**config.mk**
```make
export PLATFORM = sky130hd
export DESIGN_NAME = rr_arbiter4_flat
export DESIGN_NICKNAME = d
export VERILOG_FILES = /design/src/rtl/rr_arbiter4_if.sv /design/src/rtl/rr_arbiter4.sv /design/src/flat_wrapper.sv
export SDC_FILE = /design/constraint.sdc
export NUM_CORES = 1
export LEC_CHECK = 0
export ABC_AREA = 1
export BUFFER_PORTS_ARGS = -buffer_cell sky130_fd_sc_hd__buf_4
export CAP_MARGIN = 20
export CORE_AREA = 2 2 52 54
export CTS_BUF_LIST = sky130_fd_sc_hd__clkbuf_4
export CTS_CLUSTER_DIAMETER = 50
export CTS_CLUSTER_SIZE = 20
export DETAILED_ROUTE_END_ITERATION = 8
export DIE_AREA = 0 0 54 56
export GPL_ROUTABILITY_DRIVEN = 0
export PLACE_DENSITY = 0.73
export SETUP_SLACK_MARGIN = 0.3
export SLEW_MARGIN = 20
export SYNTH_ARGS = -nofsm -noshare
export SYNTH_HDL_FRONTEND = slang
export SYNTH_SLANG_ARGS = --single-unit
```
**constraint.sdc**
```tcl
create_clock -name clk -period 1.37 [get_ports clk]
set_input_delay 0.0685 -clock clk [delete_from_list [all_inputs] [get_ports clk]]
set_output_delay 0.0685 -clock clk [all_outputs]
set_load 0.03 [all_outputs]
```
**src/rtl/rr_arbiter4_if.sv**
```systemverilog
// Handshake bundle between four requesting agents and the rr_arbiter4 grant logic.
// The master side belongs to the agents; the slave side belongs to the arbiter.
interface rr_arbiter4_if;
    logic       en;
    logic [3:0] req;
    logic [3:0] gnt;
    logic [1:0] gnt_idx;
    logic       gnt_valid;
    logic       preempt;

    modport master (
        output en, req,
        input  gnt, gnt_idx, gnt_valid, preempt
    );

    modport slave (
        input  en, req,
        output gnt, gnt_idx, gnt_valid, preempt
    );
endinterface

```
**src/rtl/rr_arbiter4.sv**
```systemverilog
// Four-requester round-robin arbiter. A grant is held until its owner drops req or
// MAX_HOLD cycles elapse, and every release is followed by one dead cycle.
module rr_arbiter4 #(
    parameter int unsigned MAX_HOLD = 16
) (
    input  logic         clk,
    input  logic         rst,
    rr_arbiter4_if.slave bus
);

    typedef enum logic [1:0] {
        IDLE  = 2'd0,
        GRANT = 2'd1,
        GAP   = 2'd2
    } state_t;

    localparam bit         TIMEOUT_EN = (MAX_HOLD != 0);
    localparam logic [7:0] HOLD_LAST  = 8'((MAX_HOLD == 0) ? 0 : MAX_HOLD - 1);

    state_t     state, state_nx;
    logic [1:0] last, last_nx;
    logic [1:0] idx, idx_nx;
    logic [7:0] hold_cnt, hold_nx;
    logic       valid_nx;
    logic       preempt_nx;
    logic [3:0] gnt_nx;

    logic       found;
    logic [1:0] winner;

    // Search starts just after the previous owner, so the previous owner is tried last.
    // NOTE: combinational blocks use blocking '=' so later statements see earlier results;
    // registers elsewhere use '<=' so every flop samples pre-edge values.
    always_comb begin
        found  = 1'b0;
        winner = last;
        for (int k = 1; k <= 4; k++) begin
            if (!found && bus.req[last + 2'(k)]) begin
                found  = 1'b1;
                winner = last + 2'(k);
            end
        end
    end

    // NOTE: every output of this block is given a default first, so no path leaves a
    // signal unassigned and no latch can be inferred.
    always_comb begin
        state_nx   = state;
        last_nx    = last;
        idx_nx     = idx;
        hold_nx    = hold_cnt;
        valid_nx   = bus.gnt_valid;
        preempt_nx = 1'b0;

        unique case (state)
            IDLE, GAP: begin
                if (bus.en && found) begin
                    state_nx = GRANT;
                    idx_nx   = winner;
                    last_nx  = winner;
                    hold_nx  = 8'd0;
                    valid_nx = 1'b1;
                end else begin
                    state_nx = IDLE;
                    valid_nx = 1'b0;
                end
            end

            GRANT: begin
                // A voluntary release takes precedence over a coincident timeout.
                if (!bus.req[idx]) begin
                    state_nx = GAP;
                    valid_nx = 1'b0;
                end else if (TIMEOUT_EN && hold_cnt == HOLD_LAST) begin
                    state_nx   = GAP;
                    valid_nx   = 1'b0;
                    preempt_nx = 1'b1;
                end else if (hold_cnt != 8'hFF) begin
                    hold_nx = hold_cnt + 8'd1;
                end
            end

            default: begin
                state_nx = IDLE;
                valid_nx = 1'b0;
            end
        endcase

        gnt_nx = valid_nx ? (4'b0001 << idx_nx) : 4'b0000;
    end

    always_ff @(posedge clk) begin
        if (rst) begin
            state         <= IDLE;
            last          <= 2'd3;
            idx           <= 2'd0;
            hold_cnt      <= 8'd0;
            bus.gnt       <= 4'b0000;
            bus.gnt_idx   <= 2'd0;
            bus.gnt_valid <= 1'b0;
            bus.preempt   <= 1'b0;
        end else begin
            state         <= state_nx;
            last          <= last_nx;
            idx           <= idx_nx;
            hold_cnt      <= hold_nx;
            bus.gnt       <= gnt_nx;
            bus.gnt_idx   <= idx_nx;
            bus.gnt_valid <= valid_nx;
            bus.preempt   <= preempt_nx;
        end
    end

endmodule

```
**src/flat_wrapper.sv**
```systemverilog
// flat-port wrapper written by rule: the top's interface ports become plain ports
module rr_arbiter4_flat 
#(
    parameter int unsigned MAX_HOLD = 16
)
  (clk, rst, bus_en, bus_req, bus_gnt, bus_gnt_idx, bus_gnt_valid, bus_preempt);
  rr_arbiter4_if bus_i ();
  input  logic clk;
  input  logic rst;
  input wire logic [$bits(bus_i.en)-1:0] bus_en;
  input wire logic [$bits(bus_i.req)-1:0] bus_req;
  output wire logic [$bits(bus_i.gnt)-1:0] bus_gnt;
  output wire logic [$bits(bus_i.gnt_idx)-1:0] bus_gnt_idx;
  output wire logic [$bits(bus_i.gnt_valid)-1:0] bus_gnt_valid;
  output wire logic [$bits(bus_i.preempt)-1:0] bus_preempt;
  assign bus_i.en = bus_en;
  assign bus_i.req = bus_req;
  assign bus_gnt = bus_i.gnt;
  assign bus_gnt_idx = bus_i.gnt_idx;
  assign bus_gnt_valid = bus_i.gnt_valid;
  assign bus_preempt = bus_i.preempt;
  rr_arbiter4 #(.MAX_HOLD(MAX_HOLD)) u_core (.clk(clk), .rst(rst), .bus(bus_i));
endmodule
```
# Word-level counts from Yosys, hierarchy flattened
# Cells that the tools add are included.
# totals
output_inout_bits	8
word_cells	77
input_bits	7
register_bits	20
# op_classes
mux	34
order_cmp	5
n_reduce_logical	14
n_addsub	4
n_shift	1
n_eq_ne	9
bitwise	3
# ops
operator	count
$mux W8	4
$mux W2	8
$pmux W8 S2	1
$lt A2 B3 Y1 const B	5
$mux W1	14
$bmux W1 S2	5
$add A8 B1 Y8 const B	1
$eq A8 B4 Y1 const B	1
$ne A8 B8 Y1 const B	1
$ne A2 B1 Y1 const B	3
$reduce_and A5 Y1	1
$add A2 B2 Y2 const B	2
$logic_and A1 B1 Y1	4
$pmux W2 S2	1
$reduce_or A2 Y1	2
$shl A1 B2 Y4 const A	1
$logic_not A1 Y1	3
$ne A3 B3 Y1 const B	1
$not A1 Y1	3
$reduce_or A3 Y1	1
$add A2 B1 Y2 const B	1
$eq A2 B1 Y1 const B	1
$eq A2 B2 Y1 const B	1
$logic_not A2 Y1	1
other kinds (4)	4

# Depth between registers and ports, before layout
# Gate-level depths: netlist (run 1).
# depth
depth_word	18
depth_mapped	14
mapped_depth_nobuf	12

# Worst setup path before layout (run 1)
# No wires, ideal clock.
# synth_timing
path_kind	flip-flop to flip-flop
start	register u_core.hold_cnt[0]
end	register u_core.hold_cnt[2]
t_arrival_ns	1.399
setup_ns	0.114
path_buffers	0
period_less_slack_ns	1.513
t_required_ns	1.256
stages_incl_launch_ff	11
slack_ns	-0.143
path_cell_list	dfxtp_1 ha_1 nand2_1 nor2_1 nand4_1 nand2_1 nor2_2 nand2_2 nand2_2 a21oi_1 nor2_1
# synth_between
elab_chain_cells	5
word_cells_on_any_way	10
classes_between	add/sub: 1; eq/ne: 4; mux: 4; reduce/logical: 1
# synth_lines
element	line	text
start, declared	rr_arbiter4.sv:23	logic [7:0] hold_cnt, hold_nx;
start signal, assigned	rr_arbiter4.sv:106	hold_cnt <= hold_nx;
$add A8 B1 Y8	rr_arbiter4.sv:79	hold_nx = hold_cnt + 8'd1;
$mux W8	rr_arbiter4.sv:78	end else if (hold_cnt != 8'hFF) begin
$mux W8	rr_arbiter4.sv:74	end else if (TIMEOUT_EN && hold_cnt == HOLD_LAST) begin
$mux W8	rr_arbiter4.sv:71	if (!bus.req[idx]) begin
$pmux W8 S2	rr_arbiter4.sv:55	unique case (state)
# Several ways; a longest one is shown, not always the timed one. The select of a mux whose other input is x is not followed.
# A chain may end at the register's enable or synchronous reset.

# Final worst setup path (run 1)
# layout_timing
start	register u_core.last[0]
end	register u_core.hold_cnt[2]
# layout_between
elab_chain_cells	16
word_cells_on_any_way	24
classes_between	add/sub: 3; eq/ne: 1; mux: 12; reduce/logical: 8
# layout_lines
element	line	text
start, declared	rr_arbiter4.sv:21	logic [1:0] last, last_nx;
start signal, assigned	rr_arbiter4.sv:104	last <= last_nx;
$add A2 B1 Y2	rr_arbiter4.sv:38	if (!found && bus.req[last + 2'(k)]) begin
$bmux W1 S2	rr_arbiter4.sv:38	
$mux W1 (implied by the code)	rr_arbiter4.sv:38	
$mux W1	rr_arbiter4.sv:38	
$logic_not A1 Y1	rr_arbiter4.sv:38	
$logic_and A1 B1 Y1	rr_arbiter4.sv:38	
$mux W1	rr_arbiter4.sv:38	
$logic_not A1 Y1	rr_arbiter4.sv:38	
$logic_and A1 B1 Y1	rr_arbiter4.sv:38	
$mux W1	rr_arbiter4.sv:38	
$logic_not A1 Y1	rr_arbiter4.sv:38	
$logic_and A1 B1 Y1	rr_arbiter4.sv:38	
$mux W1 (*)	rr_arbiter4.sv:38	
$logic_and A1 B1 Y1 (*)	rr_arbiter4.sv:57	if (bus.en && found) begin
$ne A2 B1 Y1 (no line) (*)	-	
$reduce_and A5 Y1 (no line) (*)	-	
# Every way passes the cells marked *; elsewhere a longest branch is shown, timed or not. The select of a mux whose other input is x is not followed.

==> results.ini, run 1 <==
[synth]
syn_area_sq_mm = 0.00123
yosysWarnings = 0
ys_seq_area_share_pct = 32.7
yosys.area.top_type = dfxtp_1
ys_seq_elements = 20
synth_area_leaders = dfxtp_1, nand2_1, nand2_4, nor2_1, nand3_1
synth_cells = 172
yosysUniqueCellTypes = 29
synth_top_area_share_pct = 32.7
syn_avg_cell_area_sq_um = 7.13
syn-num-nets = 180

[clocking]
cts-root-buf = clkbuf_4
clock_latency_ps = 320
numCtsBuffers = 3
cts_tree = yes
h-tree-depth = 1
clock_sinks = 20
clk_pin_slew_ps = 130
cts_max_path_buffers = 2

[timing]
rsz0062_at_grt = yes
hold_viol = 0
tightest_slew_ps = 260
fmax_mhz = 647
finalSetupViolCount = 18
worst_clock_skew_ps = 16.8
slew_viol_final = 0
finalWorstSetupSlack_ps = -176
fin_crit_ps = 1550
maxSlewHeadroom_pct = 82.6
fin_hold_ws_ps = 222
finalCritPeriodShare_pct = 113
tns_ps = -2520

[worst_setup_path]
reg2reg_setup_slack_ps = -180
path_class = flip-flop to flip-flop
critical-path-top-delay-family = simple AND/OR/NAND/NOR gates
cp.required_ps = 1640
crit_buf_inv = 2
worstPathArrival_ps = 1810
cpPeakStageDelay_ps = 370
crit_path_frequent_cell = nand2_4
crit_path_end_kind = flip-flop
path_max_fanout = 9
crit_path_top_delay_cell = dfxtp_2
crit_chain = buf_12 -> inv_8 -> nand2_4 -> nand2_4 -> nand2_4 -> nand2_4 -> nor2_4 -> nand3_4 -> nand2_8 -> nand2_4 -> nand2_1 -> nand2_1 -> nor2_1
crit_path_start_kind = flip-flop

[placed_design]
dp_worst_setup_slack_ps = -293
io_buffers = 14
dp_hpwl_um = 2230

[layout]
fin_nets = 223
antennaDiodeCount = 0
drive_above_1_share_pct = 42.1
fill_cells = 205
syn_to_final_growth_pct = 39.1

[outcome]
violations = negative setup slack
status = finished with violations

[drt]
totalWireLength_um = 2960
viasPerCell = 5.05
routedWlPerCell_um = 12.1
drt_iter0_markers = 31
ant_nets = 0
drc_errors = 0
drtPass1Iterations = 4
vias = 1231

[grt]
antenna_found_initial = 0
grt_pass1_wl_um = 5040
grt_pass1_vias = 1215
grt_max_degree = 13
grt_overflow = 0
grt.total_usage_pct = 22.1

[floorplan]
die_height_um = 56
core_area_sq_mm = 0.00243
core.rowCount = 18
die-area_sq_mm = 0.00302
die_w_um = 54
ios = 15
initial_utilization_pct = 50.4

[power]
p_leak_nw = 0.789
peakVddDrop_mv = 1.04
power.total_mw = 2.22
power_density_mw_per_mm2 = 1300

[flow_run]
cap_violations = 0

[hold_path]
hold_class = input port to flip-flop

## metrics by stage
| step | utilization, % | instances | cell area [sq um] |
|---|---|---|---|
| CTS | 68.8 | 243 | 1670 |
| finish | 70.1 | 244 | 1710 |
| floorplan | - | 172 | 1260 |
| global placement | 63.4 | 234 | 1540 |
| detailed placement | 63.4 | 234 | 1540 |
| global route | 70.1 | 244 | 1710 |
## layer usage
layer	routed length [um]	vias up	GRT usage, %
met4	68	0	10.4
met1	1200	575	25.8
met3	51	6	2.42
met2	1640	17	38.5
li1	-	633	-
met5	0	-	0
## synth_stat cells
master	count
nand2_1	37
nor2_1	22
dfxtp_1	20
inv_1	15
nand3_1	15
nand2_2	11
a21oi_1	9
nand2_4	9
o211ai_1	4
inv_2	3
nor3_1	3
xor2_1	3
a21oi_2	2
buf_6	2
nand4_1	2
o21ai_0	2
a211oi_1	1
buf_8	1
clkbuf_1	1
clkinv_1	1
ha_1	1
inv_4	1
inv_8	1
nand3_2	1
nor2_2	1
nor2_4	1
o21a_1	1
o221ai_1	1
xnor2_1	1
## placed cells by master, fill, tap and decap left out, types with 2 or more instances in the layout
| cell | count |
|---|---|
| a21oi_1 | 8 |
| a21oi_2 | 3 |
| buf_4 | 38 |
| clkbuf_4 | 3 |
| dfxtp_1 | 14 |
| dfxtp_2 | 6 |
| inv_1 | 15 |
| inv_2 | 3 |
| nand2_1 | 34 |
| nand2_2 | 11 |
| nand2_4 | 12 |
| nand3_1 | 14 |
| nand4_1 | 2 |
| nor2_1 | 20 |
| nor2_4 | 4 |
| nor3_1 | 2 |
| o211ai_1 | 4 |
| xor2_1 | 3 |
## final cells by class
type	count	area [sq um]	share of cell area [%]
multi-input combinational	128	792	46.4
sequential	20	408	23.9
timing repair buffer	41	327	19.1
inverter	21	88.8	5.21
tap	30	37.5	2.20
clock inverter	1	30.0	1.76
clock buffer	3	22.5	1.32
## worst reg2reg max path, stage by stage (launching register included)
cell	delay, ps
dfxtp_2	370
buf_12	130
inv_8	50
nand2_4	70
nand2_4	60
nand2_4	70
nand2_4	60
nor2_4	140
nand3_4	130
nand2_8	130
nand2_4	90
nand2_1	70
nand2_1	50
nor2_1	100
## cell families after synthesis
logic type | after synthesis | synth area share [%]
AO/OA/AOI/OAI | 20 | 10.3
XOR/XNOR | 4 | 2.86
adder cells (fa/ha/maj) | 1 | 1.02
buffers and inverters | 25 | 10.6
flip-flops | 20 | 32.7
AND/OR/NAND/NOR | 102 | 42.6
## timing repair
action,4_1_cts,5_1_grt
hold buffers,1,0
pin swaps,9,8
endpoints found under the hold margin,6,0
cloned,1,0
endpoints found under the setup margin,20,20
buffers inserted,3,1
resized for setup,9,6
## flip-flops by register name (all words and copies together) (netlist names)
register and cells:
u_core.bus.gnt_valid 1, u_core.hold_cnt 8, u_core.state 2, u_core.bus.gnt 4
u_core.idx 2, u_core.last 2, u_core.bus.preempt 1
## report_power, final
| group | switching, mW | internal (mW) |
|---|---|---|
| clock network | 0.195 | 0.296 |
| registers | 0.0556 | 0.649 |
| logic | 0.613 | 0.413 |
| total | 0.864 | 1.36 |
## final timing paths
path,start,end,cells past startpoint
setup reg to reg,u_core.last[0],u_core.hold_cnt[2],13
hold reg to reg,u_core.hold_cnt[5],u_core.hold_cnt[5],2
setup / recovery,u_core.last[0],u_core.hold_cnt[2],13
hold / removal,bus_req[0],u_core.last[1],6
Note: power is estimated with default switching activity, not from simulation.
==> run 2: changes to the inputs <==
--- a/config.mk
+++ b/config.mk
@@ -8,14 +8,13 @@
 export ABC_AREA = 1
 export BUFFER_PORTS_ARGS = -buffer_cell sky130_fd_sc_hd__buf_4
 export CAP_MARGIN = 20
-export CORE_AREA = 2 2 52 54
-export CTS_BUF_LIST = sky130_fd_sc_hd__clkbuf_4
-export CTS_CLUSTER_DIAMETER = 50
+export CORE_AREA = 2 2 53 55
+export CTS_CLUSTER_DIAMETER = 150
 export CTS_CLUSTER_SIZE = 20
 export DETAILED_ROUTE_END_ITERATION = 8
-export DIE_AREA = 0 0 54 56
+export DIE_AREA = 0 0 55 57
 export GPL_ROUTABILITY_DRIVEN = 0
-export PLACE_DENSITY = 0.73
+export PLACE_DENSITY = 0.71
 export SETUP_SLACK_MARGIN = 0.3
 export SLEW_MARGIN = 20
 export SYNTH_ARGS = -nofsm -noshare
==> run 2 against run 1 <==
The run ends with negative hold slack, negative setup slack left. Clock-buffer cell count unchanged. Cell count is 2.9% higher. Sequential power decreased by 0.6%. Maximum frequency is 2.2% lower. Non-clock buffer count is 6 higher. Setup slack got worse by 36 ps. Register-to-register slack got worse by 40 ps. Sequential share of layout area is 1.3 points lower. Power up 3.6%. Largest cell class unchanged.
==> results.ini, run 2 (synthesized netlist as in run 1, its figures left out) <==
[drt]
drc_errors = 0  ; unchanged
drt_iter0_markers = 58  ; +87%
viasPerCell = 5.22  ; +3.5%
vias = 1311  ; +6.5%
met2_length_um = 1840  ; +12%
ant_nets = 0  ; unchanged
met1_length_um = 1220  ; +1.5%
drtPass1Iterations = 5  ; +1
top_layer = met4
routedWlPerCell_um = 12.9  ; +6.3%
dr_wl_met3_um = 131  ; +160%
totalWireLength_um = 3240  ; +9.3%

[grt]
grt_max_degree = 13  ; unchanged
grt_overflow = 0  ; unchanged
antenna_found_initial = 0  ; unchanged
grt_pass1_vias = 1310  ; +7.8%
grt.total_usage_pct = 23.3  ; +1.2 points
grt_pass1_wl_um = 5450  ; +8.1%

[timing]
fin_hold_ws_ps = -13.7  ; -236 ps
fmax_mhz = 632  ; -2.2%
worst_clock_skew_ps = 21.3  ; +4.55 ps
rsz0062_at_grt = yes
tns_ps = -2820  ; -301 ps
fin_crit_ps = 1580  ; +35.6 ps
maxSlewHeadroom_pct = 73.2  ; -9.4 points
finalSetupViolCount = 18  ; unchanged
hold_viol = 2  ; +2
slew_viol_final = 0  ; unchanged
finalCritPeriodShare_pct = 115  ; +2.6 points
finalWorstSetupSlack_ps = -211  ; -35.6 ps
tightest_slew_ps = 402  ; +142 ps

[floorplan]
core.rowCount = 19  ; +1
ios = 15  ; unchanged
core_area_sq_mm = 0.00262  ; +7.5%
die-area_sq_mm = 0.00314  ; +3.7%
die_w_um = 55  ; +1.9%
die_height_um = 57  ; +1.8%
initial_utilization_pct = 46.9  ; -3.5 points

[layout]
reg_top3 = u_core.hold_cnt x8, u_core.bus.gnt x4
fin_util_pct = 69.9  ; -0.26 points
largest_register_ffs = 8  ; unchanged
final_cells = 251  ; +2.9%
largest_register = u_core.hold_cnt
fill_cells = 208  ; +1.5%
fin_nets = 229  ; +2.7%
antennaDiodeCount = 0  ; unchanged
final_common_cell = buf_4
syn_to_final_growth_pct = 49.0
final_cell_mix = buf_4, nand2_1, nor2_1
drive_above_1_share_pct = 45.5  ; +3.4 points

[placed_design]
dp_worst_setup_slack_ps = -257  ; +36.8 ps
dp_cells = 238  ; +1.7%
io_buffers = 14  ; unchanged
dp_hpwl_um = 2380  ; +6.4%

[outcome]
violations = negative hold slack, negative setup slack
status = finished with violations

[clocking]
numCtsBuffers = 3  ; unchanged
hold_buffers = 1  ; unchanged
cts_max_path_buffers = 2  ; unchanged
clock_sinks = 20  ; unchanged
h-tree-depth = 1  ; unchanged
clock_latency_ps = 320  ; about the same
clk_pin_slew_ps = 130  ; about the same
cts-root-buf = clkbuf_4
cts_tree = yes

[hold_path]
hold_class = input port to flip-flop

[worst_setup_path]
path_max_fanout = 9  ; unchanged
path_class = flip-flop to flip-flop
cp.required_ps = 1540  ; -100 ps
crit_path_start_kind = flip-flop
worstPathArrival_ps = 1760  ; -50 ps
crit_path_end_kind = flip-flop

[flow_run]
cap_violations = 0  ; unchanged

[power]
power_density_mw_per_mm2 = 1260  ; -3.3%
power.total_mw = 2.30  ; +3.6%
p_leak_nw = 0.836  ; +6.0%
peakVddDrop_mv = 0.865  ; -17%

==> run 2: area by class of cell <==
class / instances / area [sq um] / share of cell area, %
repair buffers: 47 / 402 / 22.0
multi-input cells: 128 / 832 / 45.5
flip-flops and latches: 20 / 413 / 22.6
well taps: 31 / 38.8 / 2.12
clock buffers: 3 / 22.5 / 1.23
clock inverters: 1 / 30.0 / 1.64
inverters: 21 / 88.8 / 4.86
==> run 2: path summary, 6_finish.rpt <==
check	start	end	slack [ps]	cells after the start
setup reg to reg	u_core.last[0]	u_core.last[0]	-210	12
setup / recovery	u_core.last[0]	u_core.last[0]	-210	12
hold reg to reg	u_core.hold_cnt[6]	u_core.hold_cnt[6]	530	2
hold / removal	rst	u_core.bus.gnt_valid	-10	2
==> run 2: metrics by stage <==
stage          instance area, sq um  hold slack (ps)
6_report                       1830            -13.7
5_1_grt                        1830            -23.9
4_1_cts                        1760            -22.6
3_5_place_dp                   1570              331
3_3_place_gp                   1570              332
2_1_floorplan                  1260              386
==> run 2: timing repair <==
item | 4_1_cts | 5_1_grt
endpoints found under the hold margin | 4 | 4
cloned | 1 | 0
resized for setup | 20 | 12
buffers inserted | 5 | 2
pin swaps | 5 | 13
setup endpoints to repair | 20 | 22
==> run 2: critical path: stages (launching register included) <==
cell	delay [ps]
dfxtp_2	350
buf_12	130
inv_8	50
nand2_4	70
nand2_4	50
nand2_4	80
nand2_4	60
nor2_4	150
nand3_4	140
nand2_8	140
inv_2	70
nand3_2	70
o211ai_1	90
==> run 2: layer usage <==
metal  GRT usage [%]  up-vias
li1                -      648
met1            24.8      612
met2            43.4       41
met3            4.71       10
met4            8.36        0
met5               0        -
==> run 2: power by group <==
| group | switching [mW] | internal, mW |
|---|---|---|
| logic | 0.665 | 0.448 |
| clock network | 0.190 | 0.296 |
| registers | 0.0497 | 0.652 |
